File: config.mk
export PLATFORM = sky130hd
export DESIGN_NAME = stopwatch_count_ctrl
export DESIGN_NICKNAME = d
export VERILOG_FILES = /design/src/rtl/stopwatch_count_ctrl.sv
export SDC_FILE = /design/constraint.sdc
export NUM_CORES = 1
export LEC_CHECK = 0
export CAP_MARGIN = 5
export CORE_ASPECT_RATIO = 1.25
export CORE_UTILIZATION = 34
export DETAILED_ROUTE_END_ITERATION = 6
export GPL_TIMING_DRIVEN = 0
export PLACE_DENSITY = 0.56
export SLEW_MARGIN = 20
export SYNTH_ARGS = -nofsm -noshare
export SYNTH_HDL_FRONTEND = slang
export SYNTH_SLANG_ARGS = --single-unit
File: constraint.sdc
create_clock -name clk_i -period 3.6 [get_ports clk_i]
set_input_delay 0.36 -clock clk_i [delete_from_list [all_inputs] [get_ports clk_i]]
set_output_delay 0.36 -clock clk_i [all_outputs]
set_load 0.02 [all_outputs]
File: src/rtl/stopwatch_count_ctrl.sv
// stopwatch_count_ctrl
//   Up/down time counter for the stopwatch. It has run control (IDLE/RUN/PAUSE/DONE),
//   inclusive limits [MIN_VAL, MAX_VAL], a wrap-or-hold limit mode and a clamped
//   preset load. COUNT drives the display decoder. The status flags go to the
//   top-level control.
//
//   Optional build macro: LAP_CAPTURE_EN adds lap capture (lap_i, lap_count_o,
//   lap_valid_o). The default build leaves the macro undefined and has no lap logic.
//
// Ports
//   clk_i        system clock, rising edge
//   rst_i        synchronous active-high reset
//   start_i      level, request run
//   stop_i       level, request pause (wins over start_i)
//   clear_i      return to RST_VAL and IDLE
//   op_i         0 = count up, 1 = count down (sampled on tick)
//   tick_i       one-cycle count-enable strobe
//   wrap_i       1 = wrap at a limit, 0 = hold and go to DONE (sampled on tick)
//   load_i       load clamped load_val_i (ignored while running)
//   load_val_i   preset value
//   count_o      current count
//   running_o    high in RUN
//   done_o       high in DONE
//   term_o       one-cycle pulse on each limit event
//   lap_i        (LAP_CAPTURE_EN) capture count in RUN/PAUSE
//   lap_count_o  (LAP_CAPTURE_EN) captured count
//   lap_valid_o  (LAP_CAPTURE_EN) capture holds a value
module stopwatch_count_ctrl #(
  parameter int unsigned WIDTH   = 16,
  parameter int unsigned MIN_VAL = 0,
  parameter int unsigned MAX_VAL = 5999,
  parameter int unsigned RST_VAL = 0
) (
  input  logic             clk_i,
  input  logic             rst_i,
  input  logic             start_i,
  input  logic             stop_i,
  input  logic             clear_i,
  input  logic             op_i,
  input  logic             tick_i,
  input  logic             wrap_i,
  input  logic             load_i,
  input  logic [WIDTH-1:0] load_val_i,
`ifdef LAP_CAPTURE_EN
  input  logic             lap_i,
  output logic [WIDTH-1:0] lap_count_o,
  output logic             lap_valid_o,
`endif
  output logic [WIDTH-1:0] count_o,
  output logic             running_o,
  output logic             done_o,
  output logic             term_o
);

  localparam logic [WIDTH-1:0] MIN_C = WIDTH'(MIN_VAL);
  localparam logic [WIDTH-1:0] MAX_C = WIDTH'(MAX_VAL);
  localparam logic [WIDTH-1:0] RST_C = WIDTH'(RST_VAL);

  typedef enum logic [1:0] {S_IDLE, S_RUN, S_PAUSE, S_DONE} state_e;

  state_e           state_q, state_d;
  logic [WIDTH-1:0] count_q, count_d;
  logic             term_q, term_d;
  logic             running_q, done_q;

  // Less-than test against MIN_C. A constant 1 is prepended to both sides so the
  // comparison stays well-formed when MIN_C is zero.
  function automatic logic below_min(input logic [WIDTH-1:0] v);
    return {1'b1, v} < {1'b1, MIN_C};
  endfunction

  function automatic logic [WIDTH-1:0] clamp_load(input logic [WIDTH-1:0] v);
    if (below_min(v))  return MIN_C;
    else if (v > MAX_C) return MAX_C;
    else                return v;
  endfunction

  // One bit wider than the count. Overflow and borrow become ordinary compare
  // results, so a modular wrap never reaches count_q.
  logic [WIDTH:0] count_inc, count_dec;
  logic           up_hit, down_hit;

  assign count_inc = {1'b0, count_q} + (WIDTH+1)'(1);
  assign count_dec = {1'b0, count_q} - (WIDTH+1)'(1);
  assign up_hit    = count_inc > {1'b0, MAX_C};
  assign down_hit  = count_dec[WIDTH] | below_min(count_dec[WIDTH-1:0]);

  always_comb begin
    state_d = state_q;
    count_d = count_q;
    term_d  = 1'b0;
    if (clear_i) begin
      state_d = S_IDLE;
      count_d = RST_C;
    end else if (load_i && (state_q != S_RUN)) begin
      state_d = S_IDLE;
      count_d = clamp_load(load_val_i);
    end else begin
      // A load in RUN falls through to here. stop_i then still takes effect.
      unique case (state_q)
        S_IDLE:  if (!stop_i && start_i) state_d = S_RUN;
        S_PAUSE: if (!stop_i && start_i) state_d = S_RUN;
        S_RUN: begin
          if (stop_i) begin
            state_d = S_PAUSE;
          end else if (tick_i) begin
            if (!op_i) begin
              if (!up_hit) begin
                count_d = count_inc[WIDTH-1:0];
              end else begin
                term_d = 1'b1;
                if (wrap_i) count_d = MIN_C;
                else        state_d = S_DONE;
              end
            end else begin
              if (!down_hit) begin
                count_d = count_dec[WIDTH-1:0];
              end else begin
                term_d = 1'b1;
                if (wrap_i) count_d = MAX_C;
                else        state_d = S_DONE;
              end
            end
          end
        end
        S_DONE:  state_d = S_DONE;
        default: state_d = S_IDLE;
      endcase
    end
  end

  always_ff @(posedge clk_i) begin
    if (rst_i) begin
      state_q   <= S_IDLE;
      count_q   <= RST_C;
      term_q    <= 1'b0;
      running_q <= 1'b0;
      done_q    <= 1'b0;
    end else begin
      state_q   <= state_d;
      count_q   <= count_d;
      term_q    <= term_d;
      running_q <= (state_d == S_RUN);
      done_q    <= (state_d == S_DONE);
    end
  end

  assign count_o   = count_q;
  assign running_o = running_q;
  assign done_o    = done_q;
  assign term_o    = term_q;

`ifdef LAP_CAPTURE_EN
  logic [WIDTH-1:0] lap_count_q;
  logic             lap_valid_q;

  // count_q is the pre-tick value when a tick lands in the same cycle.
  always_ff @(posedge clk_i) begin
    if (rst_i || clear_i) begin
      lap_count_q <= '0;
      lap_valid_q <= 1'b0;
    end else if (lap_i && ((state_q == S_RUN) || (state_q == S_PAUSE))) begin
      lap_count_q <= count_q;
      lap_valid_q <= 1'b1;
    end
  end

  assign lap_count_o = lap_count_q;
  assign lap_valid_o = lap_valid_q;
`endif

endmodule

==> out/qor.csv <==
stage;metric;value;unit
min_path;hold_class;register to register;
synth;syn_avg_cell_area;7.306;um^2
setup_path;crit_type;register to register;
grt;grt_max_degree;13;
synth;syn-num-nets;327;
synth;synthDistinctLibCells;74;
synth;syn_area;2185;um^2
detailed_routing;dr_total_vias;2487;
sta;rsz0062_at_grt;false;
clocking;cts_inserted_buffers;3;
sta;setup_violations;0;
setup_path;r2r-start;count_o[1];
layout;syn_to_final_growth;26.69;%
setup_path;slowest_stage;o211ai_1;
setup_path;cp_data_arrival_time;3.30;ns
synth;synth_edf_count;0;
place;gp_congestion;0.8341;
setup_path;ff2ff_path_depth;10;
setup_path;cp_num_buf_inv;1;
place;placed_cells;427;
synth;yosys_warnings;0;
detailed_routing;wl;7426;um
pwr;p_per_area;236.4;nW/um^2
clocking;cts_resized;0;
floorplan;die_w;73.70;um
setup_path;critPathMaxFanout;8;
synth;synth-seq-cells;21;
grt;antenna_found_initial;0;
layout;antennaDiodeCount;0;
clocking;clkTransAtPathRegs;0.09;ns
grt;grt_pass1_vias;2418;
setup_path;r2r_slack;0.46;ns
clocking;post_cts_buffers;0;
setup_path;timing.critical_path.mode_cell;a2111oi_2;
floorplan;dieArea;6752;um^2
min_path;hold_path_depth;2;
clocking;cts_sinks;21;
setup_path;critPathMaxStageDelay;0.65;ns
layout;fin_nets;375;
grt;grt_pass1_wl;12020;um
detailed_routing;drc;0;
setup_path;start_kind;register;
layout;final_cells;431;
floorplan;fp-row-count;32;
layout;multi_input_area;1574;um^2
status;status;completed;
synth;synth_flop_cell;dfxtp_1;
layout;drive_above_1_share;11.85;%
grt;grt_usage;22.94;%
place;port_buffers;43;
sta;period_share;87.32;%
sta;drv_slew;0;
sta;min_period;3.143;ns
pwr;leakage;0.9612;nW
detailed_routing;ant_nets;0;
clocking;clk_latency;0.27;ns
clocking;clockRootBuffer;clkbuf_8;
pwr;total_power;654.3;uW
clocking;htreeDepth;1;
floorplan;dieHeight;91.62;um
grt;grt-ovfl-total;0;
floorplan;core-area;6206;um^2
sta;fmax;318.1;MHz
synth;synth-seq-area-share;19.24;%
place;dp.final_hpwl;5784;um
floorplan;start_util;35.20;%
min_path;min_from;count_o[13];
sta;slew_headroom;48.61;%
setup_path;critical_path.cell_chain;ha_1 -> buf_2 -> and3_1 -> nor3_1 -> a2111oi_2 -> o2111ai_2 -> o211ai_1 -> nor2_1 -> a2111oi_2 -> a211oi_2;
layout;regArea;420.4;um^2
layout;n_fill_cell;668;
detailed_routing;via_per_inst;5.770;
sta;fin_worst_skew;0.002857;ns
sta;final-hold-violation-count;0;
min_path;hold_end;count_o[13];
sta;setup_tns;0;ns
synth;ys_async_sr_fraction;0;%
detailed_routing;detail_route.wl_per_cell;17.23;um
setup_path;required;3.75;ns
setup_path;cp_top_family;compound AO/OA/AOI/OAI gates;
floorplan;ios;44;
sta;worstMarginPinSlew;0.7638;ns
pwr;peakVddDrop;115.4;uV
clocking;clock_path_buffers;2;
clocking;cts_tree;yes;
setup_path;cp-end-kind;register;
detailed_routing;first_pass_iters;5;
setup_path;r2r_end;count_o[7];
detailed_routing;first_iter_violations;199;
synth;synth_cells;299;
clocking;cts_hold_buf;0;
run;maxCapViolCount;0;
sequential cells by signal (all words and copies together) (netlist names):
name and cells:
count_o 16, term_o 1, state_q 2, running_o 1, done_o 1
report_power, final:
part           switching (mW)  internal, mW  total (mW)  leakage, nW
clock network          0.0874        0.0774       0.165       0.0255
registers             0.00947         0.240       0.249        0.171
logic                   0.139         0.101       0.240        0.765
total                   0.236         0.418       0.654        0.961
area by class of cell:
| type | count | area share [%] |
|---|---|---|
| multi-input cells | 240 | 56.87 |
| repair buffers | 43 | 15.55 |
| flip-flops and latches | 21 | 15.19 |
| plain buffers | 27 | 5.380 |
| well taps | 85 | 3.843 |
| clock buffers | 3 | 1.492 |
| inverters | 11 | 1.492 |
| clock inverters | 1 | 0.1808 |
cells in the mapped netlist, types with 4 or more instances:
master     instances  area [um^2]
o2111ai_1          4        35.03
nand3_1           12        60.06
nand2_1           22        82.58
buf_2             11        55.05
and2_1             5        31.28
xnor2_1            4        35.03
nor2_1            26        97.59
a31oi_1           10        62.56
nor4_1             7        43.79
clkbuf_1           8        30.03
and3_1             6        37.54
inv_1             11        41.29
a21oi_1           23        115.1
o21a_1             4        30.03
nor3_1            10        50.05
o21ai_0           16        80.08
dfxtp_1           21        420.4
o21ai_1            8        40.04
nand4_1            6        37.54
kinds of logic after synthesis:
family / Yosys count / synth area share (%)
buffers and inverters: 38 / 8.705
adders and majority gates: 3 / 1.718
muxes: 1 / 0.4582
and+or+nand+nor: 122 / 31.62
DFF: 21 / 19.24
xor gates and xnor gates: 6 / 2.405
AOI/OAI and AO/OA: 108 / 35.85
cells in the final DEF, fill, tap and decap left out, types with 3 or more instances in the layout:
cell type / n
nor4_1: 7
o211ai_1: 3
xnor2_1: 4
clkbuf_8: 3
nand4_1: 6
ha_1: 3
buf_2: 11
nand2_1: 22
nand3_1: 12
and2_1: 5
o21ai_0: 16
inv_1: 11
o31ai_1: 3
a21oi_1: 23
buf_1: 3
o2111ai_1: 4
and3_1: 6
o21ai_1: 8
nand2b_1: 3
nor3_1: 10
clkdlybuf4s50_1: 43
o21a_1: 4
clkbuf_1: 8
o22ai_1: 3
a31oi_1: 10
dfxtp_1: 21
nor2_1: 26
a211oi_1: 3
worst max path at each step:
stage | start | cells past startpoint | end
2_1_floorplan | count_o[0] | 13 | count_o[9]
3_3_place_gp | count_o[1] | 10 | count_o[7]
3_5_place_dp | count_o[1] | 10 | count_o[7]
4_1_cts | count_o[1] | 10 | count_o[7]
5_1_grt | count_o[1] | 10 | count_o[7]
6_report | count_o[1] | 10 | count_o[7]
tightest hold or removal path: stages (launching register included):
cell,delay [ns]
dfxtp_1,0.37
o21ai_1,0.09
a21oi_1,0.06
per-layer routing:
metal / vias to the layer above / share of wire [%] / global-route usage (%)
met5: - / 0 / 0
met4: 0 / 3.2 / 10.42
met3: 17 / 4.4 / 1.978
met2: 79 / 49 / 37.54
met1: 1167 / 43 / 29.97
li1: 1224 / - / -
per-stage QoR:
| step | instance area [um^2] | util [%] | hold WS, ns | worst slack (ns) |
|---|---|---|---|---|
| finish | 2768 | 44.60 | 0.5694 | 0.4565 |
| global route | 2768 | 44.60 | 0.6093 | 0.2863 |
| CTS | 2768 | 44.60 | 0.5764 | 0.4494 |
| detailed placement | 2721 | 43.85 | 0.5604 | 0.4752 |
| global placement | 2721 | 43.85 | 0.5576 | 0.4320 |
| floorplan | 2185 | - | 0.4324 | 0.8353 |
Note: power is estimated with default switching activity, not from simulation.
